==> config.mk <==
export PLATFORM = sky130hd
export DESIGN_NAME = hazard_detection_unit
export DESIGN_NICKNAME = d
export VERILOG_FILES = /design/src/rtl/hazard_detection_unit_pkg.sv /design/src/rtl/hazard_detection_unit_sat_counter.sv /design/src/rtl/hazard_detection_unit.sv
export SDC_FILE = /design/constraint.sdc
export NUM_CORES = 1
export LEC_CHECK = 0
export ABC_CLOCK_PERIOD_IN_PS = 2800
export BUFFER_PORTS_ARGS = -buffer_cell sky130_fd_sc_hd__buf_2
export CAP_MARGIN = 20
export CORE_UTILIZATION = 38
export DETAILED_ROUTE_END_ITERATION = 7
export MAX_ROUTING_LAYER = met4
export PLACE_DENSITY_LB_ADDON = 0.1
export SETUP_SLACK_MARGIN = 0.3
export SLEW_MARGIN = 0
export SYNTH_ARGS = -nofsm -noshare
export SYNTH_HDL_FRONTEND = slang
export SYNTH_SLANG_ARGS = --single-unit
==> constraint.sdc <==
create_clock -name clk -period 2.8 [get_ports clk]
set_clock_uncertainty 0.1 [all_clocks]
set_input_delay 0.56 -clock clk [delete_from_list [all_inputs] [get_ports clk]]
set_output_delay 0.56 -clock clk [all_outputs]
set_load 0.1 [all_outputs]
==> src/rtl/hazard_detection_unit_pkg.sv <==
// Shared pipeline constants for the decode-stage hazard controller.
package hazard_detection_unit_pkg;

  localparam logic [0:0] ST_RUN  = 1'b0;
  localparam logic [0:0] ST_WAIT = 1'b1;
  localparam logic [4:0] X0      = 5'd0;

  // True when a producer register r feeds one of the ID operands; x0 never hazards.
  function automatic logic reg_match(input logic [4:0] r, input logic [4:0] rs1,
                                     input logic [4:0] rs2, input logic use_rs2);
    return (r != X0) && ((r == rs1) || (use_rs2 && (r == rs2)));
  endfunction

endpackage

==> src/rtl/hazard_detection_unit_sat_counter.sv <==
// Saturating up-counter used for the stall and flush performance statistics.
module sat_counter #(
  parameter int unsigned W = 32
) (
  input  logic         clk,
  input  logic         rst,
  input  logic         inc,
  output logic [W-1:0] count
);

  always_ff @(posedge clk) begin
    if (rst) begin
      count <= '0;
    end else if (inc && (count != {W{1'b1}})) begin
      count <= count + W'(1);
    end
  end

endmodule

==> src/rtl/hazard_detection_unit.sv <==
// Decode-stage hazard controller: load-use and ID-branch bubbles, cache freeze,
// taken-branch IF/ID flush, and stall/flush event counters.
module hazard_detection_unit
  import hazard_detection_unit_pkg::*;
#(
  parameter int unsigned CNT_W = 32
) (
  input  logic             clk,
  input  logic             rst,
  input  logic [4:0]       IF_ID_rs1,
  input  logic [4:0]       IF_ID_rs2,
  input  logic             IF_ID_use_rs2,
  input  logic             ID_branch,
  input  logic             ID_jalr,
  input  logic             branch_taken,
  input  logic [4:0]       ID_EX_rd,
  input  logic             ID_EX_regwrite,
  input  logic             ID_EX_memread,
  input  logic [4:0]       EX_MEM_rd,
  input  logic             EX_MEM_memread,
  input  logic             ICACHE_stall,
  input  logic             DCACHE_stall,
  output logic             PC_write,
  output logic             IF_ID_write,
  output logic             pipe_write,
  output logic             ID_EX_bubble,
  output logic             IF_ID_flush,
  output logic [CNT_W-1:0] stall_cycles,
  output logic [CNT_W-1:0] flush_count
);

  logic [0:0] r_state;
  logic [0:0] w_state_nxt;
  logic       w_use_rs2;
  logic       w_ctrl;
  logic       w_freeze;
  logic       w_load_use;
  logic       w_br_alu;
  logic       w_br_mem;

  // jalr reads only rs1, so rs2 comparisons are masked for it
  assign w_use_rs2  = IF_ID_use_rs2 && !ID_jalr;
  assign w_ctrl     = ID_branch || ID_jalr;
  assign w_freeze   = ICACHE_stall || DCACHE_stall;
  assign w_load_use = ID_EX_memread && reg_match(ID_EX_rd, IF_ID_rs1, IF_ID_rs2, w_use_rs2);
  assign w_br_alu   = w_ctrl && ID_EX_regwrite && reg_match(ID_EX_rd, IF_ID_rs1, IF_ID_rs2, w_use_rs2);
  assign w_br_mem   = w_ctrl && EX_MEM_memread && reg_match(EX_MEM_rd, IF_ID_rs1, IF_ID_rs2, w_use_rs2);

  always_ff @(posedge clk) begin
    if (rst) begin
      r_state <= ST_RUN;
    end else begin
      r_state <= w_state_nxt;
    end
  end

  // Priority decode; reset forces the pass-through controls
  always_comb begin
    w_state_nxt  = r_state;
    PC_write     = 1'b1;
    IF_ID_write  = 1'b1;
    pipe_write   = 1'b1;
    ID_EX_bubble = 1'b0;
    IF_ID_flush  = 1'b0;
    if (rst) begin
      w_state_nxt = ST_RUN;
    end else if (w_freeze) begin
      PC_write    = 1'b0;
      IF_ID_write = 1'b0;
      pipe_write  = 1'b0;
    end else if (r_state == ST_WAIT) begin
      PC_write     = 1'b0;
      IF_ID_write  = 1'b0;
      ID_EX_bubble = 1'b1;
      w_state_nxt  = ST_RUN;
    end else if (w_load_use || w_br_alu || w_br_mem) begin
      PC_write     = 1'b0;
      IF_ID_write  = 1'b0;
      ID_EX_bubble = 1'b1;
      if (w_load_use && w_ctrl) begin
        w_state_nxt = ST_WAIT;
      end
    end else if (branch_taken) begin
      IF_ID_flush = 1'b1;
    end
  end

  sat_counter #(.W(CNT_W)) u_stall_cnt (
    .clk   (clk),
    .rst   (rst),
    .inc   (!PC_write),
    .count (stall_cycles)
  );

  sat_counter #(.W(CNT_W)) u_flush_cnt (
    .clk   (clk),
    .rst   (rst),
    .inc   (IF_ID_flush),
    .count (flush_count)
  );

endmodule

# == Word-level counts from Yosys, hierarchy flattened ==
# Index checks and enable logic that the tools add are counted.
# classes
mux,18
eq_ne,6
reduce_logical,23
n_bitwise,0
addsub,2
shift,0
multipliers,0
div_mod_pow,0
n_lt_le_gt_ge,0
# ops
operator,n
$add 32x1->32 const B,2
$ne 32x32->1 const B,2
$eq 5x5->1,4
$mux 1,18
$logic_and 1x1->1,13
$reduce_bool 5->1,2
$logic_or 1x1->1,6
$logic_not 1->1,2
# totals
rom_bits,0
latchBits,0
ram_bits,0
elab_cells,52
regBits,65
memories,0

# == Longest topological paths before layout ==
# Gate-level depths: netlist of the first run.
# depth
depth_word,14
ltp_mapped,9

# == By module ==
# Synthesis of the first run repeated with hierarchy kept, for this count alone.
# unflattened
cells_unflattened,450
hier_area_um2,3736.1
# by_module_without_submodules
module,seq_area_each_um2,n_inst,area_per_inst_um2,cells_each
sat_counter,640.6,2,1674.1,199
hazard_detection_unit,20.0,1,387.9,52

# == Worst setup path after synthesis of the first run ==
# Ideal clock, no wire load.
# synth_path
path_kind,input-to-output
start,input ID_EX_rd[4]
end,output ID_EX_bubble
arrival_ps,3657
setup_slack_ps,-1517
path_stages,7
path_buffers,2
cell_sequence,xnor2_1 > nand3_1 > o32ai_2 > a221oi_4 > buf_4 > buf_2 > nor3_1
# synth_via
elab_chain_len,11
elab_cells_between_ends,14
# synth_rtl
item,line_no,source
start: declaration,hazard_detection_unit.sv:16,"input logic [4:0] ID_EX_rd,"
$eq 5x5->1,hazard_detection_unit_pkg.sv:11,return (r != X0) && ((r == rs1) || (use_rs2 && (r == rs2)));
$logic_and 1x1->1,hazard_detection_unit_pkg.sv:11,
$logic_or 1x1->1,hazard_detection_unit_pkg.sv:11,
$logic_and 1x1->1 (*),hazard_detection_unit_pkg.sv:11,
"$logic_and 1x1->1, on equally long branches","hazard_detection_unit.sv:45, hazard_detection_unit.sv:46",
$logic_or 1x1->1 (*) (2 in series),hazard_detection_unit.sv:76,end else if (w_load_use || w_br_alu || w_br_mem) begin
$mux 1 (*),hazard_detection_unit.sv:76,
$mux 1 (*),hazard_detection_unit.sv:71,end else if (r_state == ST_WAIT) begin
$mux 1 (*),hazard_detection_unit.sv:67,end else if (w_freeze) begin
$mux 1 (*),hazard_detection_unit.sv:65,if (rst) begin
end: declaration,hazard_detection_unit.sv:26,"output logic ID_EX_bubble,"
# Mark *: on every way between the ends. The rest lies on a longest branch, timed or not.

# == Worst setup path in the final report of the first run ==
# layout_path
start,input EX_MEM_rd[0]
end,output IF_ID_write
# layout_via
elab_chain_len,10
elab_cells_between_ends,12
# layout_rtl
item,line_no,source
start: declaration,hazard_detection_unit.sv:19,"input logic [4:0] EX_MEM_rd,"
$eq 5x5->1,hazard_detection_unit_pkg.sv:11,
$logic_and 1x1->1,hazard_detection_unit_pkg.sv:11,
$logic_or 1x1->1,hazard_detection_unit_pkg.sv:11,
$logic_and 1x1->1 (*),hazard_detection_unit_pkg.sv:11,
$logic_and 1x1->1 (*),hazard_detection_unit.sv:47,"assign w_br_mem = w_ctrl && EX_MEM_memread && reg_match(EX_MEM_rd, IF_ID_rs1, IF_ID_rs2, w_use_rs2);"
$logic_or 1x1->1 (*),hazard_detection_unit.sv:76,
$mux 1 (*),hazard_detection_unit.sv:76,
$mux 1 (*),hazard_detection_unit.sv:71,
$mux 1 (*),hazard_detection_unit.sv:67,
$mux 1 (*),hazard_detection_unit.sv:65,
end: declaration,hazard_detection_unit.sv:24,"output logic IF_ID_write,"
# Marked as above.

==> results of run 1 <==
## per-stage QoR
stage	instance area [µm²]	setup TNS (ps)	setup slack (ps)
2_1_floorplan	3860	-742	-251
3_3_place_gp	4710	-700	-139
3_5_place_dp	4710	-944	-157
4_1_cts	4980	-509	-140
5_1_grt	5310	-630	-176
6_report	5310	-440	-126
## final timing paths
path	from	to	cells after the start
hold reg to reg	u_flush_cnt.count[2]$_SDFFE_PP0P_	u_flush_cnt.count[2]$_SDFFE_PP0P_	1
hold / removal	u_flush_cnt.count[2]$_SDFFE_PP0P_	u_flush_cnt.count[2]$_SDFFE_PP0P_	1
setup / recovery	EX_MEM_rd[0]	IF_ID_write	7
setup reg to reg	u_flush_cnt.count[9]$_SDFFE_PP0P_	u_flush_cnt.count[14]$_SDFFE_PP0P_	9
## layer usage
metal  up-vias  share of wire [%]  routed length, µm  track usage [%]
li1       1852                  -                  -                -
met1      1690                 46               4690             25.7
met2        90                 49               5040             34.6
met3        11                4.2                434             5.29
met4         0                1.1                116             4.35
met5         -                  0                  0                -
## flip-flops by register name (all words and copies together), names as in the netlist
register,cells
u_flush_cnt.count,32
u_stall_cnt.count,32
r_state,1
## area by class of cell
cell class,count,area (µm²)
clock inverters,3,17.5
flip-flops and latches,65,1420
inverters,4,15.0
multi-input cells,352,2510
well taps,129,161
clock buffers,13,181
fillers,902,3980
repair buffers,143,1000
## worst max-delay path: stages
cell and delay (ps):
buf_6 100, or3_4 370, o311a_1 330, a221oi_4 370
and2_4 220, or2_4 140, buf_12 170
## layout by cell type, fill, tap and decap left out, drive strengths merged, types with 13 or more instances in the layout
cell    count
a211oi     13
nor2       63
nand3      36
nand4      27
buf       141
nand2      25
clkbuf     15
nor3       13
a21oi      16
xnor2      39
xor2       25
dfxtp      65
and3       20
## what timing repair did
item                                    4_1_cts  5_1_grt
pin swaps                                     5       23
hold buffers                                  0        0
endpoints found under the setup margin        7       44
resized for setup                            12       44
buffers inserted                              3        5
cloned                                        0        3
## where the power goes
group,internal (mW),switching [mW]
Combinational,0.119,0.181
Sequential,0.912,0.00627
Clock,0.430,0.366
Total,1.46,0.553
## logic make-up after synthesis
| family | after synthesis |
|---|---|
| simple gates | 225 |
| mux | 9 |
| flops | 65 |
| xor+xnor | 64 |
| buf+inv | 26 |
| compound gates | 52 |
| fa+ha+maj | 2 |
==> out/qor.yml, run 1 <==
status:
  outcome: "complete, but fails checks"
  violations: "setup timing"
setup_path:
  start_kind: "input port"
  arrival_ps: 2270
  cp.required_ps: 2140
  end_kind: "output pin"
  criticalPathCategory: "input port to output pin"
  rrSetupSlack_ps: 440
  worstPathMaxFanout: 4
layout:
  utilization_pct: 57.2
  diodes: 0
  drive_gt1_share_pct: 45.7
  syn2layout_area_growth_pct: 45.2
  final_net_count: 608
  final_cells: 709
clock_network:
  ctsLongestPathBuffers: 2
  cts_tree: "yes"
  clkLatencyLatePin_ps: 340
  numCtsBuffers: 9
  root_buffer: "clkbuf_8"
  cts_max_level: 3
  cts.sinks: 65
  clk_pin_slew_ps: 70
sta:
  min_period_ps: 2930
  worst_pin_slew_ps: 526
  rsz0062_at_grt: "true"
  worst_slack_ps: -126
  slew_headroom_pct: 64.0
  holdWs_ps: 376
  drv_slew: 0
  period_share_pct: 105
  setup_viol: 4
  fmax_ghz: 0.342
  hold_viol: 0
drt:
  wirelength_um: 10300
  drc: 0
  drt_pre_antenna_iters: 4
  viasPerCell: 5.14
  antenna_left: 0
  routedWlPerCell_um: 14.5
  vias: 3643
  drtIter0Drc: 120
synthesis:
  avgSynthCellArea_um2: 8.25
  synth_common_cells: "dfxtp_1 (65), nor2_1 (63), xnor2_1 (39)"
  synth-edff-count: 0
  synth_compound_area_share_pct: 10.7
  yosysTopAreaCell: "dfxtp_1"
  synth_ff_type: "dfxtp_1"
  synth_top_area_share_pct: 35.6
  synthDistinctLibCells: 46
  synth_top_family_by_area: "simple AND/OR/NAND/NOR gates"
  muxShareOfSynthArea_pct: 2.67
  ys_async_sr_fraction_pct: 0
  synth.most_common_cell: "dfxtp_1"
  synth-xor-area-share_pct: 15.3
  synth_cells: 443
  synth_area_um2: 3660
  synth.yosys.warnings: 0
  synth_simple_gate_area_share_pct: 31.7
  yosys-top-cells-area: "dfxtp_1 (36%), xnor2_1 (9.3%), nor2_1 (6.5%)"
  synth_adder_area_share_pct: 0.684
  synth_nets: 476
  synth_seq_cells: 65
  yosysSeqAreaShare_pct: 35.6
placed_design:
  place_congestion: 0.859
  dp_hpwl_um: 7210
  port_buffers: 99
  place_inst: 682
global_routing:
  grt_max_degree: 34
  gr-total-overflow: 0
  grt.total_usage_pct: 20.9
  grt_antenna_before_repair: 0
  grt_pass1_vias: 3392
  grt_pass1_wl_um: 16300
die:
  num_rows: 35
  start_util_pct: 39.4
  dieArea_um2: 10000
  dieHeight_um: 100
  coreArea_um2: 9280
  io_pins: 100
  die_w_um: 100
power_and_ir_drop:
  irDropWorstVdd_uv: 288
  p_per_area_nw_per_um2: 379
  leakage_nw: 2.10
  power_mw: 2.01
flow_run:
  maxCapViolCount: 0
worst_hold_path:
  hp-class: "register to register"
Power figures use the tool's default switching activity.
==> inputs of run 2 (changes only) <==
--- a/config.mk
+++ b/config.mk
@@ -8,6 +8,7 @@
 export ABC_CLOCK_PERIOD_IN_PS = 2800
 export BUFFER_PORTS_ARGS = -buffer_cell sky130_fd_sc_hd__buf_2
 export CAP_MARGIN = 20
+export CORE_MARGIN = 8
 export CORE_UTILIZATION = 38
 export DETAILED_ROUTE_END_ITERATION = 7
 export MAX_ROUTING_LAYER = met4
==> out/qor.yml, run 2 (same netlist as run 1, synthesis figures left out) <==
status:
  outcome: "complete, but fails checks"
  violations: "setup timing"
layout:
  utilization_pct: 56.7  # -0.47 points
  layout_common_cells: "buf_2 (93), nor2_1 (63), xnor2_1 (38)"
  final_net_count: 618  # +1.6%
  reg.largest.list: "u_flush_cnt.count x32, u_stall_cnt.count x32, r_state x1"
  diodes: 0  # unchanged
  layout_commonest_cell: "buf_2"
  syn2layout_area_growth_pct: 48.1
  drive_gt1_share_pct: 45.8  # +0.15 points
drt:
  antenna_left: 0  # unchanged
  wirelength_um: 11000  # +7.0%
  viasPerCell: 5.16  # +0.33%
  drt_pre_antenna_iters: 4  # unchanged
  drc: 0  # unchanged
  vias: 3722  # +2.2%
  routedWlPerCell_um: 15.3  # +5.1%
  drtIter0Drc: 157  # +31%
worst_hold_path:
  hp-start: "u_flush_cnt.count[2]$_SDFFE_PP0P_"
  hp-class: "register to register"
  worst_hold_path.num_cells: 1  # unchanged
setup_path:
  rr_startpoint: "u_flush_cnt.count[9]$_SDFFE_PP0P_"
  ff2ff_path_depth: 10  # +1
  criticalPathCategory: "input port to output pin"
  start_kind: "input port"
  cp.required_ps: 2140  # about the same
  arrival_ps: 2210  # -60 ps
  end_kind: "output pin"
  cp-startpoint: "EX_MEM_rd[0]"
  worstPathMaxFanout: 3  # -1
die:
  coreArea_um2: 9550  # +2.9%
  io_pins: 100  # unchanged
  start_util_pct: 38.3  # -1.1 points
  die_w_um: 114  # +14%
  num_rows: 36  # +2.9%
  dieArea_um2: 13000  # +30%
  dieHeight_um: 114  # +14%
sta:
  fmax_ghz: 0.348  # +2.0%
  setup_viol: 4  # unchanged
  period_share_pct: 102  # -2.0 points
  final.setup.tns_ps: -215  # +225 ps
  rsz0062_at_grt: "true"
  holdWs_ps: 377  # +0.731 ps
  hold_viol: 0  # unchanged
  drv_slew: 0  # unchanged
  slew_headroom_pct: 66.7  # +2.6 points
  worst_slack_ps: -69.7  # +56.7 ps
  worst_pin_slew_ps: 503  # -22.5 ps
  min_period_ps: 2870  # -56.7 ps
global_routing:
  gr-total-overflow: 0  # unchanged
  grt_antenna_before_repair: 0  # unchanged
  grt.total_usage_pct: 16.7  # -4.2 points
  grt_pass1_wl_um: 17300  # +6.3%
  grt_pass1_vias: 3562  # +5.0%
  grt_max_degree: 80  # +140%
clock_network:
  clk_pin_slew_ps: 70  # about the same
  cts_max_level: 3  # unchanged
  numCtsBuffers: 9  # unchanged
  ctsLongestPathBuffers: 2  # unchanged
  root_buffer: "clkbuf_8"
  cts.sinks: 65  # unchanged
  clkLatencyLatePin_ps: 340  # about the same
  cts_hold_buf: 0  # unchanged
  cts_tree: "yes"
placed_design:
  port_buffers: 99  # unchanged
  place_congestion: 0.870  # +1.3%
  dp_hpwl_um: 7760  # +7.5%
  pre_cts_ws_ps: -141  # +16.2 ps
power_and_ir_drop:
  irDropWorstVdd_uv: 187  # -35%
  p_per_area_nw_per_um2: 357  # -5.8%
  leakage_nw: 2.15  # +2.3%
flow_run:
  maxCapViolCount: 0  # unchanged
-- run 2: changes by cell type in the layout (fill, tap and decap cells not counted), moves of 2 or more --
| cell | change |
|---|---|
| a21oi_1 | +3 |
| or4_4 | -2 |
| buf_6 | +4 |
| inv_4 | -2 |
| a21oi_2 | -3 |
| buf_4 | +3 |
| buf_12 | +2 |
| or4_1 | +2 |
| or3_1 | +2 |
| or3_4 | -2 |
-- run 2: area by class of cell --
class	instances	area [µm²]
clock buffers	12	145
clock inverters	3	17.5
inverters	4	15.0
multi-input cells	352	2520
well taps	133	166
repair buffers	153	1130
flip-flops and latches	65	1420
fillers	894	4130
-- run 2: repair_timing --
item,4_1_cts,5_1_grt
resized for setup,11,48
cloned,0,4
setup endpoints to repair,8,43
setup buffers,2,10
pin swaps,5,23
-- run 2: stage by stage --
| step | power [mW] | area (µm²) | std cells |
|---|---|---|---|
| floorplan | 1.11 | 3860 | 443 |
| global placement | 1.21 | 4790 | 691 |
| detailed placement | 1.21 | 4790 | 691 |
| CTS | 1.91 | 5020 | 708 |
| global route | 2.01 | 5420 | 722 |
| finish | 1.93 | 5420 | 722 |
-- run 2: report_power, final --
group | internal [mW] | leakage, nW | switching, mW
Clock | 0.338 | 0.0822 | 0.359
Sequential | 0.912 | 0.557 | 0.00601
Combinational | 0.132 | 1.51 | 0.187
-- run 2: critical path, stage by stage --
cell and delay, ps:
buf_6 90, or3_1 360, o311a_1 340, a221oi_4 340, and2_4 200, or2_4 140
buf_12 170
-- run 2: final timing paths --
kind                                        to  slack, ps
max                                   PC_write        -70
min          u_flush_cnt.count[2]$_SDFFE_PP0P_        380
max reg2reg  u_flush_cnt.count[7]$_SDFFE_PP0P_        350
min reg2reg  u_flush_cnt.count[2]$_SDFFE_PP0P_        380
-- run 2: per-layer routing --
layer,global-route usage [%],wire length (µm),up-vias
li1,-,-,1865
met1,19.6,4880,1750
met2,27.4,5410,96
met3,4.64,608,11
met4,4.53,119,0
met5,-,0,-
==> inputs of run 3 (changes only) <==
--- a/config.mk
+++ b/config.mk
@@ -11,7 +11,6 @@
 export CORE_MARGIN = 8
 export CORE_UTILIZATION = 38
 export DETAILED_ROUTE_END_ITERATION = 7
-export MAX_ROUTING_LAYER = met4
 export PLACE_DENSITY_LB_ADDON = 0.1
 export SETUP_SLACK_MARGIN = 0.3
 export SLEW_MARGIN = 0
==> out/qor.yml, run 3 (same netlist as run 1, synthesis figures left out) <==
placed_design:
  dp_hpwl_um: 7760  # unchanged
  place_congestion: 0.856  # -1.6%
  port_buffers: 99  # unchanged
setup_path:
  rrSetupSlack_ps: 360  # about the same
  worst_r2r_endpoint: "u_flush_cnt.count[7]$_SDFFE_PP0P_"
  rr_startpoint: "u_flush_cnt.count[9]$_SDFFE_PP0P_"
  cp.required_ps: 2140  # about the same
  criticalPathCategory: "input port to output pin"
  worstPathMaxFanout: 3  # unchanged
  start_kind: "input port"
  ff2ff_path_depth: 10  # unchanged
  end_kind: "output pin"
  arrival_ps: 2210  # about the same
die:
  io_pins: 100  # unchanged
  dieArea_um2: 13000  # unchanged
  start_util_pct: 38.3  # unchanged
  dieHeight_um: 114  # unchanged
  num_rows: 36  # unchanged
  die_w_um: 114  # unchanged
  coreArea_um2: 9550  # unchanged
sta:
  rsz0062_at_grt: "true"
  period_share_pct: 102  # about the same
  slew_headroom_pct: 66.6  # about the same
  fmax_ghz: 0.348  # about the same
  hold_viol: 0  # unchanged
  worst_slack_ps: -69.9  # -0.259 ps
  min_period_ps: 2870  # +0.259 ps
  setup_viol: 4  # unchanged
  worst_pin_slew_ps: 504  # +0.669 ps
  drv_slew: 0  # unchanged
clock_network:
  root_buffer: "clkbuf_8"
  cts_tree: "yes"
  numCtsBuffers: 9  # unchanged
  clkLatencyLatePin_ps: 350  # about the same
  clk_pin_slew_ps: 70  # about the same
  cts.sinks: 65  # unchanged
  cts_max_level: 3  # unchanged
  ctsLongestPathBuffers: 2  # unchanged
global_routing:
  grt_antenna_before_repair: 0  # unchanged
  grt_pass1_vias: 3556  # -0.17%
  grt_pass1_wl_um: 17300  # +0.16%
  gr-total-overflow: 0  # unchanged
  grt_max_degree: 80  # unchanged
  grt.total_usage_pct: 16.3  # -0.41 points
layout:
  utilization_pct: 56.5  # -0.17 points
  drive_gt1_share_pct: 45.8  # unchanged
  layout_common_cells: "buf_2 (93), nor2_1 (63), xnor2_1 (38)"
  fillers: 899  # +0.56%
  diodes: 0  # unchanged
  syn2layout_area_growth_pct: 47.7
  reg.largest.list: "u_flush_cnt.count x32, u_stall_cnt.count x32, r_state x1"
  layout_commonest_cell: "buf_2"
  final_net_count: 618  # unchanged
drt:
  viasPerCell: 5.16  # +0.13%
  routedWlPerCell_um: 15.2  # about the same
  antenna_left: 0  # unchanged
  vias: 3727  # +0.13%
  drtIter0Drc: 163  # +3.8%
  wirelength_um: 11000  # about the same
  drc: 0  # unchanged
  drt_pre_antenna_iters: 5  # +1
power_and_ir_drop:
  power_mw: 1.93  # about the same
  irDropWorstVdd_uv: 187  # -0.21%
  leakage_nw: 2.14  # -0.14%
  p_per_area_nw_per_um2: 358  # +0.20%
flow_run:
  maxCapViolCount: 0  # unchanged
status:
  violations: "setup timing"
  outcome: "complete, but fails checks"
worst_hold_path:
  hp-class: "register to register"
  worst_hold_path.num_cells: 1  # unchanged
  worst_hold_path.endpoint: "u_flush_cnt.count[2]$_SDFFE_PP0P_"
  hp-start: "u_flush_cnt.count[2]$_SDFFE_PP0P_"
run 3: cell counts in the layout (fill, tap and decap cells not counted):
Identical to the previous run, type by type.
run 3: worst max-delay path, cell delays in order:
cell,delay (ps)
buf_6,90
or3_1,360
o311a_1,340
a221oi_4,350
and2_4,200
or2_4,140
buf_12,170
run 3: timing repair:
item	CTS	global route
pin swaps	5	22
gates cloned	0	4
hold buffers	0	0
buffers inserted	2	10
resized for setup	11	44
setup endpoints to repair	8	43
run 3: area by class of cell:
cell class / count / area [µm²] / area share, %
clock buffers: 12 / 145 / 2.69
clock inverters: 3 / 17.5 / 0.324
inverters: 4 / 15.0 / 0.278
multi-input cells: 352 / 2510 / 46.5
flip-flops and latches: 65 / 1420 / 26.3
well taps: 133 / 166 / 3.08
repair buffers: 153 / 1130 / 20.9
run 3: worst max-delay path by stage:
stage / start / to / cells past startpoint
final: EX_MEM_rd[0] / PC_write / 7
after floorplan: EX_MEM_rd[0] / IF_ID_flush / 6
after CTS: EX_MEM_rd[0] / IF_ID_flush / 7
after global placement: EX_MEM_rd[0] / IF_ID_flush / 7
after global routing: EX_MEM_rd[0] / IF_ID_write / 7
after detailed placement: ID_EX_rd[2] / u_stall_cnt.count[26]$_SDFFE_PP0P_ / 10
run 3: stage by stage:
step           std cells  TNS (ps)  hold slack (ps)  worst slack [ps]  cell area [µm²]
2_1_floorplan        443      -742              428              -251             3860
3_3_place_gp         691      -336              356             -74.4             4790
3_5_place_dp         691      -936              369              -141             4790
4_1_cts              708      -245              380             -90.6             5020
5_1_grt              722      -500              399              -142             5400
6_report             722      -213              377             -69.9             5400
run 3: layer usage:
layer / vias to the layer above / track usage [%] / part of all wire (%) / wire length, µm
met5: - / 0 / 0 / 0
met4: 0 / 5.06 / 0.98 / 108
met3: 7 / 4.64 / 6.4 / 709
met1: 1749 / 19.4 / 43 / 4760
li1: 1867 / - / - / -
met2: 104 / 27.5 / 49 / 5420
run 3: power breakdown:
part,internal [mW],switching [mW]
registers,0.912,0.00603
logic,0.131,0.186
clock network,0.338,0.359
